<file path="config.mk">
export PLATFORM = sky130hd
export DESIGN_NAME = enfasi_sched
export DESIGN_NICKNAME = d
export VERILOG_FILES = /design/src/rtl/enfasi_pkg.sv /design/src/rtl/rr_arbiter.sv /design/src/rtl/enfasi_sched.sv
export SDC_FILE = /design/constraint.sdc
export NUM_CORES = 1
export LEC_CHECK = 0
export ABC_CLOCK_PERIOD_IN_PS = 1300
export CAP_MARGIN = 20
export CORE_ASPECT_RATIO = 1.2
export CORE_MARGIN = 3
export CORE_UTILIZATION = 40
export DETAILED_ROUTE_END_ITERATION = 8
export PLACE_DENSITY = 0.77
export SYNTH_ARGS = -nofsm -noshare
export SYNTH_HDL_FRONTEND = slang
export SYNTH_SLANG_ARGS = --single-unit
</file>
<file path="constraint.sdc">
create_clock -name clk -period 1.3 [get_ports clk]
set_clock_uncertainty 0.05 [all_clocks]
set_input_delay 0.26 -clock clk [delete_from_list [all_inputs] [get_ports clk]]
set_output_delay 0.26 -clock clk [all_outputs]
set_load 0.01 [all_outputs]
</file>
<file path="src/rtl/enfasi_pkg.sv">
// enfasi_pkg: shared types and constants for the enfasi front end.
//   Z_W        filter input sample width (signed Q0.10)
//   Q_W        filter output sample width (signed Q1.10)
//   CH_MAX_W   channel tag width, wide enough for up to 8 requesters
//   sched_state_t  scheduler FSM states
//   sched_tag_t    per-sample tag carried alongside the filter pipeline
package enfasi_pkg;

  localparam int unsigned Z_W      = 11;
  localparam int unsigned Q_W      = 12;
  localparam int unsigned CH_MAX_W = 3;

  typedef enum logic [1:0] {
    S_IDLE   = 2'd0,
    S_STREAM = 2'd1,
    S_FLUSH  = 2'd2
  } sched_state_t;

  typedef struct packed {
    logic                valid;
    logic [CH_MAX_W-1:0] ch;
    logic                last;
  } sched_tag_t;

endpackage

</file>
<file path="src/rtl/rr_arbiter.sv">
// rr_arbiter: combinational round-robin arbiter.
//   req        request vector
//   last_grant index granted most recently; search starts one above it
//   gnt        one-hot grant (all zero when no request)
//   idx        index of the granted requester
//   any        at least one request present
module rr_arbiter #(
  parameter int unsigned N_REQ = 2,
  parameter int unsigned IDX_W = $clog2(N_REQ)
) (
  input  logic [N_REQ-1:0] req,
  input  logic [IDX_W-1:0] last_grant,
  output logic [N_REQ-1:0] gnt,
  output logic [IDX_W-1:0] idx,
  output logic             any
);

  int unsigned cand;

  always_comb begin
    gnt  = '0;
    idx  = '0;
    any  = 1'b0;
    cand = 0;
    for (int unsigned i = 1; i <= N_REQ; i++) begin
      cand = (32'(last_grant) + i) % N_REQ;
      if (!any && req[cand]) begin
        any       = 1'b1;
        gnt[cand] = 1'b1;
        idx       = IDX_W'(cand);
      end
    end
  end

endmodule

</file>
<file path="src/rtl/enfasi_sched.sv">
// enfasi_sched: round-robin frame scheduler sharing one enfasi filter.
//   req_valid/req_z/req_last  per-channel sample sources
//   req_ready                 one-hot accept strobe for the granted channel
//   f_z                       registered filter input
//   f_q                       filter output, LAT clocks after f_z
//   out_valid/out_q/out_ch/out_last  tagged filter output
//   err                       sticky gap error
//   gap_cnt                   8-bit saturating gap count (ENFASI_SCHED_ERR_EN only)
// Optional feature macro: ENFASI_SCHED_ERR_EN enables gap detection, err and gap_cnt.
module enfasi_sched
  import enfasi_pkg::*;
#(
  parameter int unsigned N_REQ     = 2,
  parameter int unsigned LAT       = 7,
  parameter int unsigned FLUSH_LEN = 2,
  localparam int unsigned CH_W     = $clog2(N_REQ)
) (
  input  logic                      clk,
  input  logic                      rst_n,
  input  logic [N_REQ-1:0]          req_valid,
  input  logic [N_REQ-1:0][Z_W-1:0] req_z,
  input  logic [N_REQ-1:0]          req_last,
  output logic [N_REQ-1:0]          req_ready,
  output logic [Z_W-1:0]            f_z,
  input  logic [Q_W-1:0]            f_q,
  output logic                      out_valid,
  output logic [Q_W-1:0]            out_q,
  output logic [CH_W-1:0]           out_ch,
  output logic                      out_last,
  output logic                      err
`ifdef ENFASI_SCHED_ERR_EN
  ,
  output logic [7:0]                gap_cnt
`endif
);

  localparam int unsigned CNT_W = $clog2(FLUSH_LEN + 1);

  sched_state_t     state_q, state_d;
  logic [N_REQ-1:0] ready_q, ready_d;
  logic [CH_W-1:0]  g_q, g_d;
  logic [CH_W-1:0]  last_grant_q, last_grant_d;
  logic [CNT_W-1:0] cnt_q, cnt_d;
  logic [Z_W-1:0]   f_z_q, f_z_d;
  sched_tag_t       tag_d;
  // Stage 0 rides with f_z; stages 1..LAT form the latency-matching pipe,
  // so stage LAT lines up with f_q.
  sched_tag_t       tag_q [LAT+1];
  logic             out_valid_q;
  logic [Q_W-1:0]   out_q_q;
  logic [CH_W-1:0]  out_ch_q;
  logic             out_last_q;

  logic [N_REQ-1:0] arb_gnt;
  logic [CH_W-1:0]  arb_idx;
  logic             arb_any;

  rr_arbiter #(
    .N_REQ (N_REQ),
    .IDX_W (CH_W)
  ) u_arb (
    .req        (req_valid),
    .last_grant (last_grant_q),
    .gnt        (arb_gnt),
    .idx        (arb_idx),
    .any        (arb_any)
  );

  always_comb begin
    state_d      = state_q;
    ready_d      = ready_q;
    g_d          = g_q;
    last_grant_d = last_grant_q;
    cnt_d        = cnt_q;
    f_z_d        = '0;
    tag_d        = '0;
    case (state_q)
      S_IDLE: begin
        if (arb_any) begin
          ready_d = arb_gnt;
          g_d     = arb_idx;
          state_d = S_STREAM;
        end
      end
      S_STREAM: begin
        // A gap keeps the zero sample and invalid tag from the defaults.
        if (req_valid[g_q]) begin
          f_z_d       = req_z[g_q];
          tag_d.valid = 1'b1;
          tag_d.ch    = CH_MAX_W'(g_q);
          tag_d.last  = req_last[g_q];
          if (req_last[g_q]) begin
            ready_d = '0;
            cnt_d   = CNT_W'(FLUSH_LEN - 1);
            state_d = S_FLUSH;
          end
        end
      end
      S_FLUSH: begin
        if (cnt_q == '0) begin
          last_grant_d = g_q;
          state_d      = S_IDLE;
        end else begin
          cnt_d = cnt_q - 1'b1;
        end
      end
      default: state_d = S_IDLE;
    endcase
  end

  always_ff @(posedge clk or negedge rst_n) begin
    if (!rst_n) begin
      state_q      <= S_IDLE;
      ready_q      <= '0;
      g_q          <= '0;
      last_grant_q <= CH_W'(N_REQ - 1);
      cnt_q        <= '0;
      f_z_q        <= '0;
      for (int unsigned i = 0; i <= LAT; i++) tag_q[i] <= '0;
      out_valid_q  <= 1'b0;
      out_q_q      <= '0;
      out_ch_q     <= '0;
      out_last_q   <= 1'b0;
    end else begin
      state_q      <= state_d;
      ready_q      <= ready_d;
      g_q          <= g_d;
      last_grant_q <= last_grant_d;
      cnt_q        <= cnt_d;
      f_z_q        <= f_z_d;
      tag_q[0]     <= tag_d;
      for (int unsigned i = 1; i <= LAT; i++) tag_q[i] <= tag_q[i-1];
      out_valid_q  <= tag_q[LAT].valid;
      out_q_q      <= tag_q[LAT].valid ? f_q : '0;
      out_ch_q     <= tag_q[LAT].valid ? tag_q[LAT].ch[CH_W-1:0] : '0;
      out_last_q   <= tag_q[LAT].valid & tag_q[LAT].last;
    end
  end

  assign req_ready = ready_q;
  assign f_z       = f_z_q;
  assign out_valid = out_valid_q;
  assign out_q     = out_q_q;
  assign out_ch    = out_ch_q;
  assign out_last  = out_last_q;

`ifdef ENFASI_SCHED_ERR_EN
  logic       gap;
  logic       err_q;
  logic [7:0] gap_cnt_q;

  assign gap = (state_q == S_STREAM) && !req_valid[g_q];

  always_ff @(posedge clk or negedge rst_n) begin
    if (!rst_n) begin
      err_q     <= 1'b0;
      gap_cnt_q <= '0;
    end else if (gap) begin
      err_q <= 1'b1;
      if (gap_cnt_q != '1) gap_cnt_q <= gap_cnt_q + 8'd1;
    end
  end

  assign err     = err_q;
  assign gap_cnt = gap_cnt_q;
`else
  assign err = 1'b0;
`endif

endmodule

</file>
==> results_dict.tcl <==
set metrics [dict create \
    run_status "finished with violations" \
    violations "setup timing" \
    mappedNetlistNets 183 \
    htree_levels 3 \
    clock_tree.buffer_depth 2 \
    avgViaCountPerCell 4.68 \
    holdCritPathClass "reg -> reg" \
    rr_worst_depth 5 \
    grt_start_max_net_pins 59 \
    vias_in_the_first_global_route 1345 \
    postLayoutCellArea_um2 2970 \
    max_cap_viol_count 0 \
    clock-root-buffer "sky130_fd_sc_hd__clkbuf_8" \
    grt.total_usage_pct 13.9 \
    yosys.area.top_type_share_pct 71.2 \
    drt_iter0_markers 73 \
    grt_setup_unrepaired "yes" \
    final_max_slew_viol_count 0 \
    endpoint_required_time_on_the_critical_path_ns 1.51 \
    layout.cells.most_common_list "55 x sky130_fd_sc_hd__dfrtp_1, 37 x sky130_fd_sc_hd__clkdlybuf4s50_1, 15 x sky130_fd_sc_hd__and2_1, 15 x sky130_fd_sc_hd__clkdlybuf4s15_1, 12 x sky130_fd_sc_hd__mux2i_1" \
    rows 27 \
    numClockSinks 58 \
    crit-reg2reg-capture "cnt_q[0]" \
    syn_inst 142 \
    final_common_cell "sky130_fd_sc_hd__dfrtp_1" \
    crit_path_start_kind "register" \
    seq_power_share_pct 46.2 \
    detail_route.wl_per_cell_um 13.5 \
    peakVddDrop_mv 1.04 \
    synth_area_per_cell_um2 14.1 \
    drc 0 \
    cts_made_buffers 9 \
    portBuffers 67 \
    critical_path.slowest_cell "sky130_fd_sc_hd__or3b_4" \
    design.final.nets 267 \
    dpl.hpwl_mm 2.72 \
    detail_route.wirelength_mm 3.90 \
    power.switching_uw 1670 \
    post_dp_cell_area_um2 2780 \
    finalHoldViolations 0 \
    antenna_cells_inserted 0 \
    period_minus_slack_ns 1.31 \
    setup_viol_count_final 1 \
    design.die.area_um2 5890 \
    timing.hold.worst_endpoint "tag_q[19]" \
    fraction_of_layout_instances_using_a_drive_strength_above_1_pct 17.8 \
    critical-path-max-stage-delay_ns 0.40 \
    global_route.overflow_total 0 \
    die_w_um 70.6 \
    clk_pin_slew_worst_paths_ns 0.06 \
    number_of_nets_still_failing_antenna_checks_after_routing 0 \
    syn2layout_area_growth_pct 48.5 \
    path_class "reg -> reg" \
    timing.hold.ws_ns 0.292 \
    worst_slack_ns -0.0144 \
    worst_reg_to_reg_setup_slack_ns -0.01 \
    clkLatencyLatePin_ns 0.32 \
    cell_internal_pwr_uw 4120 \
    pre_cts_slack_ns -0.329 \
    initial_utilization_pct 42.6 \
    synth.largest_area_cell "sky130_fd_sc_hd__dfrtp_1" \
    num_io_pins 69 \
    grt_pass1_wl_mm 6.24 \
    post_synth_instance_area_um2 2000 \
    layoutNonFillerInstCount 288 \
    power.combinational.fraction_pct 29.6 \
    grt_antenna_before_repair 0 \
    synth_cell_type_count 34 \
    fraction_of_power_spent_switching_nets_pct 28.8 \
    timing.critical_path.arrival_ns 1.52 \
    cellPowerDensity_nw_per_um2 1950 \
    crit_chain "inv_2 > ha_2 > or3b_4 > o311ai_2 > o21a_1" \
    globalplace.congestion 0.797 \
    leakage_uw 0.00147 \
    timing.hold.worst_path_depth 0 \
    yosys_most_used_dff "sky130_fd_sc_hd__dfrtp_1" \
    layout_worst_path_cycle_share_pct 101 \
    hold_path_startpoint "tag_q[24]" \
    ys_seq_elements 58 \
    tritoncts "done" \
    numPlacedInstances 270 \
    final_util_pct 63.3 \
    core_region_area_um2 4700 \
    drt-pass1-iter-count 4 \
    fmax_mhz 761 \
    worstPathMaxFanout 5 \
    clockPowerShare_pct 24.2 \
    detailroute.via_count 1349 \
    yosysWarnings 0 \
    synth_edf_count 0 \
    synth_async_reset_ratio_pct 100 \
    sequential_area_share_after_synthesis_pct 72.6 \
    chipHeight_um 83.5 \
    timing.critical_path.to_type "register" \
    regToRegStartpoint "cnt_q[0]" \
    synth.area.top_cells "sky130_fd_sc_hd__dfrtp_1 71%, sky130_fd_sc_hd__mux2i_1 6.5%, sky130_fd_sc_hd__and2_1 4.7%" \
]
power by group through the flow:
stage	combinational, µW	sequential [µW]	clock (µW)
after global routing	1870	2780	1520
final	1720	2680	1400
after CTS	1650	2690	1450
after detailed placement	1800	2720	0
after global placement	1750	2700	0
after floorplan	816	2750	0
through the flow:
stage / total power (µW) / TNS (ns)
final: 5790 / -0.0144
after CTS: 5790 / -0.0481
after detailed placement: 4520 / -4.94
after global placement: 4460 / -4.40
after global routing: 6160 / -0.182
after floorplan: 3560 / 0
registers in the layout, indices dropped and copies added (netlist names), 2 cells and up:
signal and flops:
cnt_q 2, f_z 11, out_q 12, req_ready 2, state_q 2, tag_q 24
critical path: cells and delay by family, from the launching register on:
kind / cells / cell delay (ns)
and+or+nand+nor: 1 / 0.40
DFF: 1 / 0.34
buffers and inverters: 1 / 0.04
AOI/OAI and AO/OA: 2 / 0.24
adders and majority gates: 1 / 0.18
metal layers:
| layer | part of all wire (%) | track usage (%) | vias up |
|---|---|---|---|
| li1 | - | - | 634 |
| met1 | 40 | 17.4 | 643 |
| met2 | 49 | 21.5 | 66 |
| met3 | 9.5 | 4.82 | 6 |
| met4 | 1.7 | 6.84 | 0 |
| met5 | 0 | 0 | - |
logic make-up (layout without fill, tap and decap cells):
kind of cell	count (synthesis)	count (layout)	share of synthesized area, %
AOI/OAI and AO/OA	13	13	4.75
adders and majority gates	1	1	0.625
buffers and inverters	14	102	3.75
DFF	58	58	72.6
muxes	14	14	7.06
other	1	1	0.187
and+or+nand+nor	41	41	11.1
worst max-delay path by stage:
stage,from,end,slack [ns],depth (start not counted)
2_1_floorplan,cnt_q[0],cnt_q[0],0.02,5
3_3_place_gp,req_valid[0],state_q[1],-0.29,4
3_5_place_dp,req_valid[0],req_ready[0],-0.33,4
4_1_cts,cnt_q[1],cnt_q[0],-0.05,5
5_1_grt,cnt_q[1],cnt_q[0],-0.08,5
6_report,cnt_q[0],cnt_q[0],-0.01,5
what timing repair did:
| item | 4_1_cts | 5_1_grt |
|---|---|---|
| buffers inserted | 0 | 2 |
| resized for setup | 36 | 19 |
| hold endpoints to repair | 57 | 0 |
| endpoints found under the setup margin | 43 | 33 |
| pin swaps | 2 | 2 |
| hold buffers | 1 | 0 |
synth_stat cells, types with 2 or more instances:
cell type / n
sky130_fd_sc_hd__and2_1: 15
sky130_fd_sc_hd__buf_2: 2
sky130_fd_sc_hd__buf_6: 2
sky130_fd_sc_hd__dfrtp_1: 57
sky130_fd_sc_hd__inv_1: 7
sky130_fd_sc_hd__mux2i_1: 13
sky130_fd_sc_hd__nand2_1: 5
sky130_fd_sc_hd__nor2_1: 11
sky130_fd_sc_hd__nor3_1: 2
sky130_fd_sc_hd__o21a_1: 2
sky130_fd_sc_hd__o21ai_0: 2
sky130_fd_sc_hd__o22ai_1: 2
final cells by class:
| cell class | instances | area (µm²) |
|---|---|---|
| fillers | 396 | 1720 |
| flip-flops and latches | 58 | 1460 |
| repair buffers | 80 | 754 |
| multi-input cells | 70 | 494 |
| clock buffers | 12 | 155 |
| well taps | 58 | 72.6 |
| inverters | 7 | 26.3 |
| clock inverters | 3 | 15.0 |
(Power assumes the default switching activity.)
